**src/rtl/rook_move_gen.sv**
```systemverilog
// rtl/rook_move_gen.sv - sequential rook/queen sliding move generator
//
// Purpose:
//   Walks the rays of the rook (or queen) on from_sq, one probe per cycle.
//   Every pseudo-legal target is offered on a valid/ready move stream.
//   A one-cycle done pulse follows the last accepted move.
//
// Optional build macro: ROOKGEN_DIAG_EN
//   When defined, a QUEEN also scans NE, NW, SE and SW after W.
//   When undefined, a QUEEN is treated exactly like a ROOK.
//
// Ports:
//   clk          system clock
//   reset        synchronous active-high reset; aborts a run without done
//   board        64-square board; held stable by the caller from start to done
//   from_sq      source square {row[2:0], col[2:0]}; sampled on an accepted start
//   start        one-cycle request; accepted only in IDLE
//   busy         high from the cycle after start through the done cycle
//   move_valid   move_to / move_capture hold a move offered to the consumer
//   move_ready   consumer accept; the handshake is move_valid && move_ready
//   move_to      target square of the offered move
//   move_capture target square holds an enemy piece
//   done         one-cycle completion pulse
//   move_count   moves accepted in the last run; held until the next start

package rook_move_gen_pkg;
  typedef enum logic [2:0] {
    EMPTY  = 3'd0,
    PAWN   = 3'd1,
    KNIGHT = 3'd2,
    BISHOP = 3'd3,
    ROOK   = 3'd4,
    QUEEN  = 3'd5,
    KING   = 3'd6
  } piece_t;

  typedef enum logic {
    WHITE = 1'b0,
    BLACK = 1'b1
  } color_t;

  typedef struct packed {
    color_t color;
    piece_t piece;
  } fullpiece_t;
endpackage

module rook_move_gen
  import rook_move_gen_pkg::*;
#(
  parameter int CNT_W = 5
) (
  input  logic                  clk,
  input  logic                  reset,
  input  fullpiece_t [63:0]     board,
  input  logic [5:0]            from_sq,
  input  logic                  start,
  output logic                  busy,
  output logic                  move_valid,
  input  logic                  move_ready,
  output logic [5:0]            move_to,
  output logic                  move_capture,
  output logic                  done,
  output logic [CNT_W-1:0]      move_count
);

  typedef enum logic [1:0] {
    IDLE = 2'd0,
    SCAN = 2'd1,
    EMIT = 2'd2,
    FIN  = 2'd3
  } state_t;

  // Direction codes, scanned in numeric order:
  //   0 N, 1 S, 2 E, 3 W, 4 NE, 5 NW, 6 SE, 7 SW
  localparam logic [2:0] DIR_W  = 3'd3;
  localparam logic [2:0] DIR_SW = 3'd7;

  state_t           state, state_n;
  logic [5:0]       src, src_n;
  logic [5:0]       cur, cur_n;
  logic [2:0]       dir, dir_n;
  logic [2:0]       last_dir, last_dir_n;
  color_t           mover, mover_n;
  logic             slider, slider_n;
  logic             ray_end, ray_end_n;
  logic [5:0]       move_to_n;
  logic             move_capture_n;
  logic             move_valid_n;
  logic [CNT_W-1:0] move_count_n;

  // Candidate square one step from cur along dir.
  logic [3:0]       d_row, d_col;
  logic [3:0]       cand_row, cand_col;
  logic             cand_off;
  logic [5:0]       cand;
  fullpiece_t       cand_pc;
  fullpiece_t       src_pc;
  logic             cand_own;

  // Deltas are 4-bit two's complement: 4'h1 = +1, 4'hF = -1.
  always_comb begin
    d_row = 4'h0;
    d_col = 4'h0;
    unique case (dir)
      3'd0: begin d_row = 4'h1; d_col = 4'h0; end
      3'd1: begin d_row = 4'hF; d_col = 4'h0; end
      3'd2: begin d_row = 4'h0; d_col = 4'h1; end
      3'd3: begin d_row = 4'h0; d_col = 4'hF; end
      3'd4: begin d_row = 4'h1; d_col = 4'h1; end
      3'd5: begin d_row = 4'h1; d_col = 4'hF; end
      3'd6: begin d_row = 4'hF; d_col = 4'h1; end
      3'd7: begin d_row = 4'hF; d_col = 4'hF; end
    endcase
  end

  // Rows/cols start in 0..7, so a single step lands in -1..8. Both -1 (4'hF)
  // and 8 (4'h8) set bit 3, which therefore flags "off board".
  assign cand_row = {1'b0, cur[5:3]} + d_row;
  assign cand_col = {1'b0, cur[2:0]} + d_col;
  assign cand_off = cand_row[3] | cand_col[3];
  assign cand     = {cand_row[2:0], cand_col[2:0]};
  assign cand_pc  = board[cand];
  assign src_pc   = board[from_sq];
  assign cand_own = (cand_pc.piece != EMPTY) && (cand_pc.color == mover);

  // State register and datapath registers.
  always_ff @(posedge clk) begin
    if (reset) begin
      state        <= IDLE;
      src          <= '0;
      cur          <= '0;
      dir          <= '0;
      last_dir     <= DIR_W;
      mover        <= WHITE;
      slider       <= 1'b0;
      ray_end      <= 1'b0;
      move_to      <= '0;
      move_capture <= 1'b0;
      move_valid   <= 1'b0;
      move_count   <= '0;
    end else begin
      state        <= state_n;
      src          <= src_n;
      cur          <= cur_n;
      dir          <= dir_n;
      last_dir     <= last_dir_n;
      mover        <= mover_n;
      slider       <= slider_n;
      ray_end      <= ray_end_n;
      move_to      <= move_to_n;
      move_capture <= move_capture_n;
      move_valid   <= move_valid_n;
      move_count   <= move_count_n;
    end
  end

  // Next-state and next-datapath logic.
  always_comb begin
    state_n        = state;
    src_n          = src;
    cur_n          = cur;
    dir_n          = dir;
    last_dir_n     = last_dir;
    mover_n        = mover;
    slider_n       = slider;
    ray_end_n      = ray_end;
    move_to_n      = move_to;
    move_capture_n = move_capture;
    move_valid_n   = move_valid;
    move_count_n   = move_count;

    unique case (state)
      IDLE: begin
        if (start) begin
          src_n        = from_sq;
          cur_n        = from_sq;
          mover_n      = src_pc.color;
          slider_n     = (src_pc.piece == ROOK) || (src_pc.piece == QUEEN);
          dir_n        = 3'd0;
          ray_end_n    = 1'b0;
          move_count_n = '0;
`ifdef ROOKGEN_DIAG_EN
          last_dir_n   = (src_pc.piece == QUEEN) ? DIR_SW : DIR_W;
`else
          last_dir_n   = DIR_W;
`endif
          state_n      = SCAN;
        end
      end

      SCAN: begin
        if (!slider) begin
          state_n = FIN;
        end else if (cand_off || cand_own) begin
          // Ray blocked without a target: next direction or finish.
          if (dir == last_dir) begin
            state_n = FIN;
          end else begin
            dir_n = dir + 3'd1;
            cur_n = src;
          end
        end else begin
          move_to_n      = cand;
          move_valid_n   = 1'b1;
          cur_n          = cand;
          move_capture_n = (cand_pc.piece != EMPTY);
          ray_end_n      = (cand_pc.piece != EMPTY);
          state_n        = EMIT;
        end
      end

      EMIT: begin
        if (move_ready) begin
          move_valid_n = 1'b0;
          move_count_n = move_count + CNT_W'(1);
          state_n      = SCAN;
          if (ray_end) begin
            // A capture closes the ray; skip the pointless off-ray probe.
            ray_end_n = 1'b0;
            if (dir == last_dir) begin
              state_n = FIN;
            end else begin
              dir_n = dir + 3'd1;
              cur_n = src;
            end
          end
        end
      end

      FIN: begin
        state_n = IDLE;
      end
    endcase
  end

  assign busy = (state != IDLE);
  assign done = (state == FIN);

endmodule

```
**config.mk**
```make
export PLATFORM = sky130hd
export DESIGN_NAME = rook_move_gen
export DESIGN_NICKNAME = d
export VERILOG_FILES = /design/src/rtl/rook_move_gen.sv
export SDC_FILE = /design/constraint.sdc
export NUM_CORES = 1
export LEC_CHECK = 0
export CAP_MARGIN = 20
export CORE_MARGIN = 5
export CORE_UTILIZATION = 25
export CTS_CLUSTER_SIZE = 28
export DETAILED_ROUTE_END_ITERATION = 6
export SLEW_MARGIN = 20
export SYNTH_ARGS = -nofsm -noshare
export SYNTH_HDL_FRONTEND = slang
export SYNTH_SLANG_ARGS = --single-unit
```
**constraint.sdc**
```tcl
create_clock -name clk -period 3.6 [get_ports clk]
set_clock_uncertainty 0.15 [all_clocks]
set_input_delay 0.72 -clock clk [delete_from_list [all_inputs] [get_ports clk]]
set_output_delay 0.72 -clock clk [all_outputs]
set_load 0.05 [all_outputs]
```
After elaboration in Yosys (flattened, before gate mapping)
Memory sizes are Yosys's and may differ from the RTL's. A register that Yosys moved wholly into a read port is not among the register bits.
Index checks and enable logic that the tools add are counted.
- add/subtract/negate cells: 4
- equality and inequality tests: 14
- bitwise operators: 2
- magnitude comparators: 2
- reductions and logical operators: 17
- multiplexer cells: 39
- operators with widths (cell ; count):
    $bmux W4 S6 ; 2
    $mux W6 ; 6
    $mux W3 ; 8
    $pmux W6 S3 ; 1
    $lt A6 B7 Y1 const B ; 2
    $mux W2 ; 7
    $ne A2 B2 Y1 const B ; 6
    $mux W5 ; 2
    $pmux W5 S2 ; 1
    $reduce_and A5 Y1 ; 2
    $pmux W3 S3 ; 1
    $reduce_and A3 Y1 ; 3
    $add A3 B4 Y4 ; 2
    $mux W4 ; 2
    $pmux W2 S4 ; 1
    $eq A3 B3 Y1 const B ; 2
    $mux W1 ; 6
    $reduce_and A6 Y1 ; 1
    $reduce_bool A2 Y1 ; 3
    $reduce_bool A3 Y1 ; 2
    $add A5 B1 Y5 const B ; 1
    $eq A2 B2 Y1 const B ; 2
    $ne A4 B4 Y1 const B ; 1
    $reduce_and A4 Y1 ; 1
    12 further kinds ; 13
- bits in read-only memories: 64
- output and inout port bits: 15
- flip-flop bits (word level): 33
- memories kept: 1
- memories (memory ; words ; width ; read ports ; clocked after Yosys merged registers in ; wr ports ; RTL line ; text):
    (no name shown) ; 8 ; 8 ; 1 ; 1 ; 0 ; 105 ; unique case (dir)

Depth between registers and ports, before layout
Gate-level depths: netlist of run 1.
- depth in word-level cells: 11
- gate-level depth with buffers: 16
- gate-level depth less buffers: 12

Least setup slack after synthesis of run 1
OpenSTA, ideal clock, no wires.
- path kind: register to register
- start: register cur[0]
- end: register, netlist name d_row[3]
- stages on the path, launching flop included: 15
- setup slack: -0.189 ns
- buffers on the path: 3
- period minus slack after synthesis: 3.789 ns
- data arrival time: 3.554 ns
- data required time: 3.366 ns
- path through: dfxtp_1 > ha_1 > fa_1 > buf_2 > buf_6 > mux4_2 > mux4_2 > nor3_1 > nor3_2 > xnor2_1 > a2111o_1 > buf_6 > and2_4 > mux2_4 > o31ai_2
- cells in the longest elaborated chain, start to end: 10
- elaborated cells between the ends (all ways): 12
- those cells by class: 1 x add/sub; 2 x eq/ne; 4 x mux; 1 x bitwise; 4 x reduce/logical
- ends and longest elaborated chain (item ; RTL line ; text):
    start: declaration ; 81 ; logic [5:0] cur, cur_n;
    start signal: assignment ; 145 ; cur <= cur_n;
    $add A3 B4 Y4 * ; 120 ; assign cand_col = {1'b0, cur[2:0]} + d_col;
    net cand_col[1] ; 94 ; logic [3:0] cand_row, cand_col;
    $bmux W4 S6 * ; 123 ; assign cand_pc = board[cand];
    $mux W4 (implied by the code) * ; 123 ;
    $reduce_bool A3 Y1 / $eq A1 B1 Y1 (equally long branches) ; 125 ; assign cand_own = (cand_pc.piece != EMPTY) && (cand_pc.color == mover);
    $logic_and A1 B1 Y1 * ; 125 ;
    $logic_or A1 B1 Y1 * ; 195 ; end else if (cand_off || cand_own) begin
    $ne A2 B2 Y1 (no line) * ; - ;
    $reduce_and A6 Y1 (no line) * ; - ;
    $mux W3 (no line) * (2 in a row) ; - ;
Mark *: on every way through the listed nets, which the timed path passes. The rest lies on a longest branch. The select of a mux whose other input is x is not followed.
A chain may end at the register's enable or synchronous reset.

Worst setup path after layout of run 1
- start: register cur[0]
- end: register, netlist name d_row[3]
- cells in the longest elaborated chain, start to end: 10
- elaborated cells between the ends (all ways): 12
- those cells by class: 1 x add/sub; 2 x eq/ne; 4 x mux; 1 x bitwise; 4 x reduce/logical
- ends and longest elaborated chain (item ; RTL line):
    $add A3 B4 Y4 * ; 120
    net cand_col[1] ; 94
    $bmux W4 S6 * ; 123
    $mux W4 (implied by the code) * ; 123
    $reduce_bool A3 Y1 / $eq A1 B1 Y1 (equally long branches) ; 125
    $logic_and A1 B1 Y1 * ; 125
    $logic_or A1 B1 Y1 * ; 195
    $ne A2 B2 Y1 (no line) * ; -
    $reduce_and A6 Y1 (no line) * ; -
    $mux W3 (no line) * (2 in a row) ; -
Marked as above.

==> summary.md, run 1 <==
| Metric | Value |
|---|---|
| TritonCTS Buffers | `5` |
| Crit path DAT | `4.16 ns` |
| Tmin final | `4.100 ns` |
| Register area share after synthesis | `0.1535` |
| Sinks on Clock Net | `37` |
| First-pass GRT wire length | `roughly 35 mm` |
| #FFs+latches synth | `37` |
| Final #Nets | `1184` |
| First-pass DRT Iterations | `5` |
| Relative slew slack | `0.5215` |
| Core Rows | `50` |
| Detail Route Antenna Nets | `0` |
| Mapped Cells | `just under 600` |
| Worst-path clk slew | `0.06 ns` |
| Grt met2 use | `0.3666` |
| Htree depth | `2` |
| Area occupied by multi-input gates | `3959 um^2` |
| Status | `finished, violations left` |
| Post-DP HPWL | `around 20 mm` |
| WS Path Type | `register to register` |
| Worst-Margin Slew | `~0.72 ns` |
| Worst setup slack after layout | `-0.4996 ns` |
| P_leak | `approximately 3.2 nW` |
| Largest net degree at the start of global routing | `58` |
| Drt total wl | `23.69 mm` |
| Vias/cell | `5.263` |
| PwrDens | `roughly 530 nW/um^2` |
| Post-synth EDFFs | `0` |
| Worst vdd ir | `between 0.2 and 0.3 mV` |
| Met3 Use GR | `0.04527` |
| Full die area | `22180 um^2` |
| Register Area | `742.0 um^2` |
| Final setup violating endpoints | `24` |
| Largest area contributor in the netlist | `mux4_2` |
| Netlist cell types | `61` |
| Crit start category | `register` |
| Max Cap Violations | `0` |
| Gpl congestion | `a little over 0.9` |
| Share of post-route cells with drive strength above 1 | `0.2177` |
| Max Slew Vio Count | `0` |
| Fmax | `243.9 MHz` |
| Crit. End Element | `register` |
| Commonest non-fill, non-tap cells in the layout | `clkdlybuf4s50_1 (278), buf_4 (76), nor2_1 (69)` |
| Synth Cell Area | `4826 um^2` |
| Top_reg_cell synth | `dfxtp_1` |
| DRC Markers | `0` |
| Die Span X | `148.9 um` |
| GRT Total Usage | `0.2039` |
| Hold Crit Class | `register to register` |
| Final std cells w/o fill | `1165` |
| Most crowded layer after global routing | `met2` |
| Longest Clk Path Bufs | `2` |
| Die height | `148.9 um` |
| Critical Path RT | `3.66 ns` |
| CORE AREA | `around 19000 um^2` |
| Final instance area | `slightly below 9000 um^2` |
| M1 GR Usage | `0.2548` |
| Hold-fix buffers, CTS | `0` |
| RSZ-0062 raised after global routing | `yes` |
| Starting DRT DRC Count | `373` |
| DP Cell Count | `1151` |
| Fillers | `1853` |
| DP Area | `8381 um^2` |
| Power consumption | `4.731 mW` |
| CTS tree | `yes` |
| Area share of the largest cell type after synthesis | `0.2287` |
| I/O pin cnt | `about 280` |
| Net count after synthesis | `roughly 860` |
| Crit share post-route | `1.139` |
| CTS root buf | `clkbuf_16` |
| Worst-skew pair later-pin latency | `about 0.28 ns` |
| Most common cell after layout, fill and taps aside | `clkdlybuf4s50_1` |
| ANT cells | `0` |
| Failing checks | `negative setup slack` |
| Area grow syn2layout | `83.64%` |
| Mean Syn Cell Area | `around 8.3 um^2` |
| Top cells by area, synth | `mux4_2 (23%), dfxtp_1 (15%), nor2_1 (5.5%)` |
| CP max FO | `6` |
| Fin. Hold Viols | `0` |
| GRT overflow | `0` |
| Vias | `a little over 6000` |
| Port buffer count | `280` |
| Initial antenna violation count | `1` |
| Drt wl/cell | `20.33 um` |
| Synth warnings | `0` |
| Vias in the first global route | `between 6000 and 7000` |
| Hold slack | `0.3048 ns` |
| Post-synth ARST share | `0` |
| Initial Utilization | `0.2563` |
## cells by family after synthesis
kind of cell / count (synthesis) / synth area share
AOI/OAI and AO/OA: 151 / 0.2261
buffers and inverters: 87 / 0.08556
xor gates and xnor gates: 10 / 0.02204
DFF: 37 / 0.1535
and+or+nand+nor: 216 / 0.2147
muxes: 63 / 0.2587
adders and majority gates: 14 / 0.03941
## cell usage after synthesis (3+ instances only)
cell type  instances
buf_2              9
o221a_2            6
o21ai_0           11
nor4_1            33
xor2_1             4
ha_1              12
or3_1              6
buf_1              8
xnor2_1            5
a311oi_1           3
mux4_2            49
a32oi_1           29
nor3_1            38
a21oi_1           43
buf_4              3
nor2_1            71
dfxtp_1           37
o211ai_1           4
clkbuf_1          18
buf_6              7
nand4_1            7
a21o_1             4
o22ai_1            4
inv_1             41
a2111oi_0          3
nand2_1           35
nor2b_1            7
a221oi_1           3
a211oi_1          17
mux2i_1           13
nand3_1           10
## area by class of cell
class                           count  share of cell area
Tap cell                          260             0.03671
Clock buffer                        6             0.01567
Multi-Input combinational cell    454              0.4467
Timing Repair Buffer              365              0.3956
Clock inverter                      2            0.004235
Inverter                           41             0.01737
Sequential cell                    37             0.08372
## report_power, final
group / internal (mW) / switching [mW] / total (mW) / leakage (nW)
Combinational: 1.81 / 1.84 / 3.64 / 2.83
Sequential: 0.488 / 0.0752 / 0.563 / 0.302
Clock: 0.346 / 0.179 / 0.525 / 0.0831
Total: 2.64 / 2.09 / 4.73 / 3.22
## metal layers
layer / routed length (um) / vias to the layer above
met4: 330 / 2
met2: 11990 / 248
met3: 1853 / 24
met5: 9 / -
met1: 9506 / 2922
li1: - / 2935
## flip-flops by register name (all words and copies together) (netlist names)
name	cells
move_to	6
move_valid	1
dir	3
ray_end	1
slider	1
move_capture	1
mover	1
d_col	2
src	6
state	2
cur	6
d_row	2
move_count	5
## through the flow
stage / setup TNS, ns / setup slack (ns) / utilization
floorplan: -0.1122 / -0.06128 / -
global placement: -10.20 / -0.5424 / 0.4451
detailed placement: -10.25 / -0.5377 / 0.4451
CTS: -8.503 / -0.4536 / 0.4613
global route: -11.01 / -0.6144 / 0.4706
finish: -8.653 / -0.4996 / 0.4706
## worst paths after layout
kind / end / cells after the start / startpoint / slack (ns)
hold reg to reg: src[1] / 2 / src[1] / 0.30
setup reg to reg: d_row[3] / 13 / cur[0] / -0.50
hold / removal: src[1] / 2 / src[1] / 0.30
setup / recovery: d_row[3] / 13 / cur[0] / -0.50
## repair_timing
action | 4_1_cts | 5_1_grt
pin swaps | 7 | 10
resized for setup | 16 | 37
gates cloned | 1 | 0
endpoints found under the setup margin | 24 | 24
endpoints found under the hold margin | 0 | 0
setup buffers | 7 | 1
## critical path, stage by stage, from the launching register on
cell	delay (ns)
dfxtp_2	0.33
ha_4	0.16
fa_4	0.85
buf_6	0.12
mux4_2	0.31
a2111oi_4	0.32
buf_4	0.16
or4_4	0.11
o31ai_2	0.07
a32o_2	0.26
a2111o_1	0.51
a211o_1	0.36
o21bai_1	0.23
o31ai_4	0.07
Note: power is estimated with default switching activity, not from simulation.
==> inputs of run 2 (changes only) <==
--- a/config.mk
+++ b/config.mk
@@ -10,6 +10,8 @@
 export CORE_UTILIZATION = 25
 export CTS_CLUSTER_SIZE = 28
 export DETAILED_ROUTE_END_ITERATION = 6
+export GPL_TIMING_DRIVEN = 0
+export SKIP_CTS_REPAIR_TIMING = 1
 export SLEW_MARGIN = 20
 export SYNTH_ARGS = -nofsm -noshare
 export SYNTH_HDL_FRONTEND = slang
==> run 2 against run 1 <==
  * Maximum frequency down 1.6%
  * Critical path type unchanged
  * Combinational power decreased by 9.1%
  * Via count increased by 0.23%
  * Die area is the same
  * Register-to-register slack got worse by 0.07 ns
  * Critical endpoint unchanged
  * Largest power group unchanged
  * The flow still finishes with violations (negative setup slack)
  * Power down 9.1%
==> summary.md, run 2 (synthesis results as in run 1) <==
| Metric | Value |
|---|---|
| Die Span X | `148.9 um (unchanged)` |
| Delay-heaviest family, CP | `compound AO/OA/AOI/OAI gates` |
| DP Area | `7953 um^2 (-5.1%)` |
| CP max FO | `10 (+4)` |
| Post-DP HPWL | `21.26 mm (+6.2%)` |
| Hold path start | `src[4]` |
| Utilization after layout | `0.4479 (-0.02272)` |
| Fmax | `240.1 MHz (-1.6%)` |
| Drt wl/cell | `22.55 um (+11%)` |
| First-pass GRT wire length | `37.42 mm (+5.5%)` |
| Die height | `148.9 um (unchanged)` |
| Hold slack | `0.3058 ns (+0.0009270 ns)` |
| Final std cells w/o fill | `1131 (-2.9%)` |
| Failing checks | `negative setup slack` |
| Most common cell after layout, fill and taps aside | `clkdlybuf4s50_1` |
| DRC Markers | `0 (unchanged)` |
| TritonCTS Buffers | `5 (unchanged)` |
| Status | `finished, violations left` |
| Worst setup slack after layout | `-0.5654 ns (-0.06574 ns)` |
| P_leak | `2.958 nW (-8.1%)` |
| Final #Nets | `1151 (-2.8%)` |
| R2R Path End | `d_row[3]` |
| Levels on crit path | `15 (+2)` |
| Core Rows | `50 (unchanged)` |
| Area grow syn2layout | `74.77%` |
| GRT Total Usage | `0.2198 (+0.01596)` |
| Starting DRT DRC Count | `406 (+8.8%)` |
| Worst slack, placed | `-1.062 ns (-0.5240 ns)` |
| Detail Route Antenna Nets | `0 (unchanged)` |
| Fillers | `1902 (+2.6%)` |
| PwrDens | `509.6 nW/um^2 (-4.5%)` |
| Power consumption | `4.298 mW (-9.1%)` |
| Delay of the slowest critical-path stage | `0.49 ns (-0.36 ns)` |
| Hold Path Depth | `2 (unchanged)` |
| Max Slew Vio Count | `0 (unchanged)` |
| Fin. Hold Viols | `0 (unchanged)` |
| Worst-path cell chain | `ha_4, fa_1, buf_6, buf_12, buf_12, nor4_4, a211oi_2, o41ai_2, a31oi_1, a32o_2, a2111o_1, buf_6, and2_4, mux2_4, o31ai_4` |
| Tmin final | `4.165 ns (+0.06574 ns)` |
| I/O pin cnt | `281 (unchanged)` |
| ANT cells | `0 (unchanged)` |
| Top flop regs | `cur (6), move_to (6), src (6)` |
| Sinks on Clock Net | `37 (unchanged)` |
| Worst-skew pair later-pin latency | `0.28 ns (about the same)` |
| Reg-to-reg startpoint | `cur[0]` |
| Crit share post-route | `1.157 (+0.01826)` |
| Vias/cell | `5.433 (+3.2%)` |
| Relative slew slack | `0.3066 (-0.2149)` |
| Worst r2r path cells | `15 (+2)` |
| Hold Crit Class | `register to register` |
| Commonest non-fill, non-tap cells in the layout | `clkdlybuf4s50_1 (274), nor2_1 (70), mux4_2 (49)` |
| Slowest CP cell | `fa_1` |
| Htree depth | `2 (unchanged)` |
| WS Path Type | `register to register` |
| Final setup violating endpoints | `24 (unchanged)` |
| Setup tns final | `-9.665 ns (-1.012 ns)` |
| CTS tree | `yes` |
| WHS Endpoint | `src[4]` |
| GRT overflow | `0 (unchanged)` |
| DP Cell Count | `1112 (-3.4%)` |
| Largest net degree at the start of global routing | `11 (-81%)` |
| CORE AREA | `18830 um^2 (unchanged)` |
| Crit path DAT | `4.21 ns (+0.05 ns)` |
| Vias in the first global route | `6362 (+0.27%)` |
| Worst-path clk slew | `0.05 ns (about the same)` |
| Crit start category | `register` |
| Vias | `6145 (+0.23%)` |
| Gpl congestion | `0.8747 (-4.8%)` |
| Worst-Margin Slew | `1.033 ns (+0.3150 ns)` |
| Crit. End Element | `register` |
| First-pass DRT Iterations | `5 (unchanged)` |
| CTS root buf | `clkbuf_16` |
| Longest Clk Path Bufs | `2 (unchanged)` |
| Full die area | `22180 um^2 (unchanged)` |
| Buf/Inv on CP | `4 (+2)` |
| Initial Utilization | `0.2563 (unchanged)` |
| Share of post-route cells with drive strength above 1 | `0.1550 (-0.06269)` |
| Critical Path RT | `3.65 ns (about the same)` |
| Initial antenna violation count | `0 (-1)` |
| Drt total wl | `25.50 mm (+7.7%)` |
| R2R Setup Slk | `-0.57 ns (-0.07 ns)` |
| Port buffer count | `274 (-2.1%)` |
| Max Cap Violations | `0 (unchanged)` |
| Worst vdd ir | `0.4365 mV (+52%)` |
| RSZ-0062 raised after global routing | `yes` |
| Final instance area | `8434 um^2 (-4.8%)` |
==> run 2: changes by cell type in the layout (fill, tap and decap cells not counted), moves of 3 or more <==
cell,previous run,this run
buf_4,76,12
clkbuf_1,0,13
nor4_4,0,3
nor4_2,14,6
o221a_2,3,6
buf_6,6,11
clkdlybuf4s50_1,278,274
clkbuf_2,0,6
nor4_1,19,24
o221a_4,3,0
buf_1,0,7
==> run 2: routing by layer <==
metal,share of wire,wire (um),GRT usage,vias to the layer above
li1,-,-,-,2856
met1,0.39,9927,0.2681,2993
met2,0.52,13260,0.4091,272
met3,0.078,1992,0.04467,24
met4,0.013,326,0.02700,0
met5,0,0,0,-
==> run 2: worst reg2reg max path: stages (launching register included) <==
cell and delay, ns:
dfxtp_4 0.36, ha_4 0.17, fa_1 0.49, buf_6 0.15, buf_12 0.14, buf_12 0.14, nor4_4 0.42, a211oi_2 0.08
o41ai_2 0.36, a31oi_1 0.07, a32o_2 0.34, a2111o_1 0.43, buf_6 0.16, and2_4 0.13, mux2_4 0.29, o31ai_4 0.21
==> run 2: area by class of cell <==
type / count / area, um^2 / area share
Buffer: 46 / 325.3 / 0.03857
Clock buffer: 7 / 142.6 / 0.01691
Inverter: 41 / 157.7 / 0.01869
Multi-Input combinational cell: 454 / 3869 / 0.4587
Sequential cell: 37 / 744.5 / 0.08827
Tap cell: 260 / 325.3 / 0.03857
Timing Repair Buffer: 286 / 2870 / 0.3403
==> run 2: report_power, final <==
group          total [mW]  switching (mW)  internal (mW)  leakage [nW]
clock network       0.427           0.156          0.272        0.0700
logic                3.31            1.80           1.50          2.59
registers           0.564          0.0744          0.489         0.302
total                4.30            2.03           2.26          2.96
==> run 2: worst max path at each step <==
stage | startpoint | end | slack (ns)
3_3_place_gp | cur[0] | d_row[3] | -1.10
2_1_floorplan | cur[0] | d_row[3] | -0.06
3_5_place_dp | cur[0] | d_row[3] | -1.06
4_1_cts | cur[0] | d_row[3] | -1.12
5_1_grt | cur[0] | d_row[3] | -0.72
6_report | cur[0] | d_row[3] | -0.57
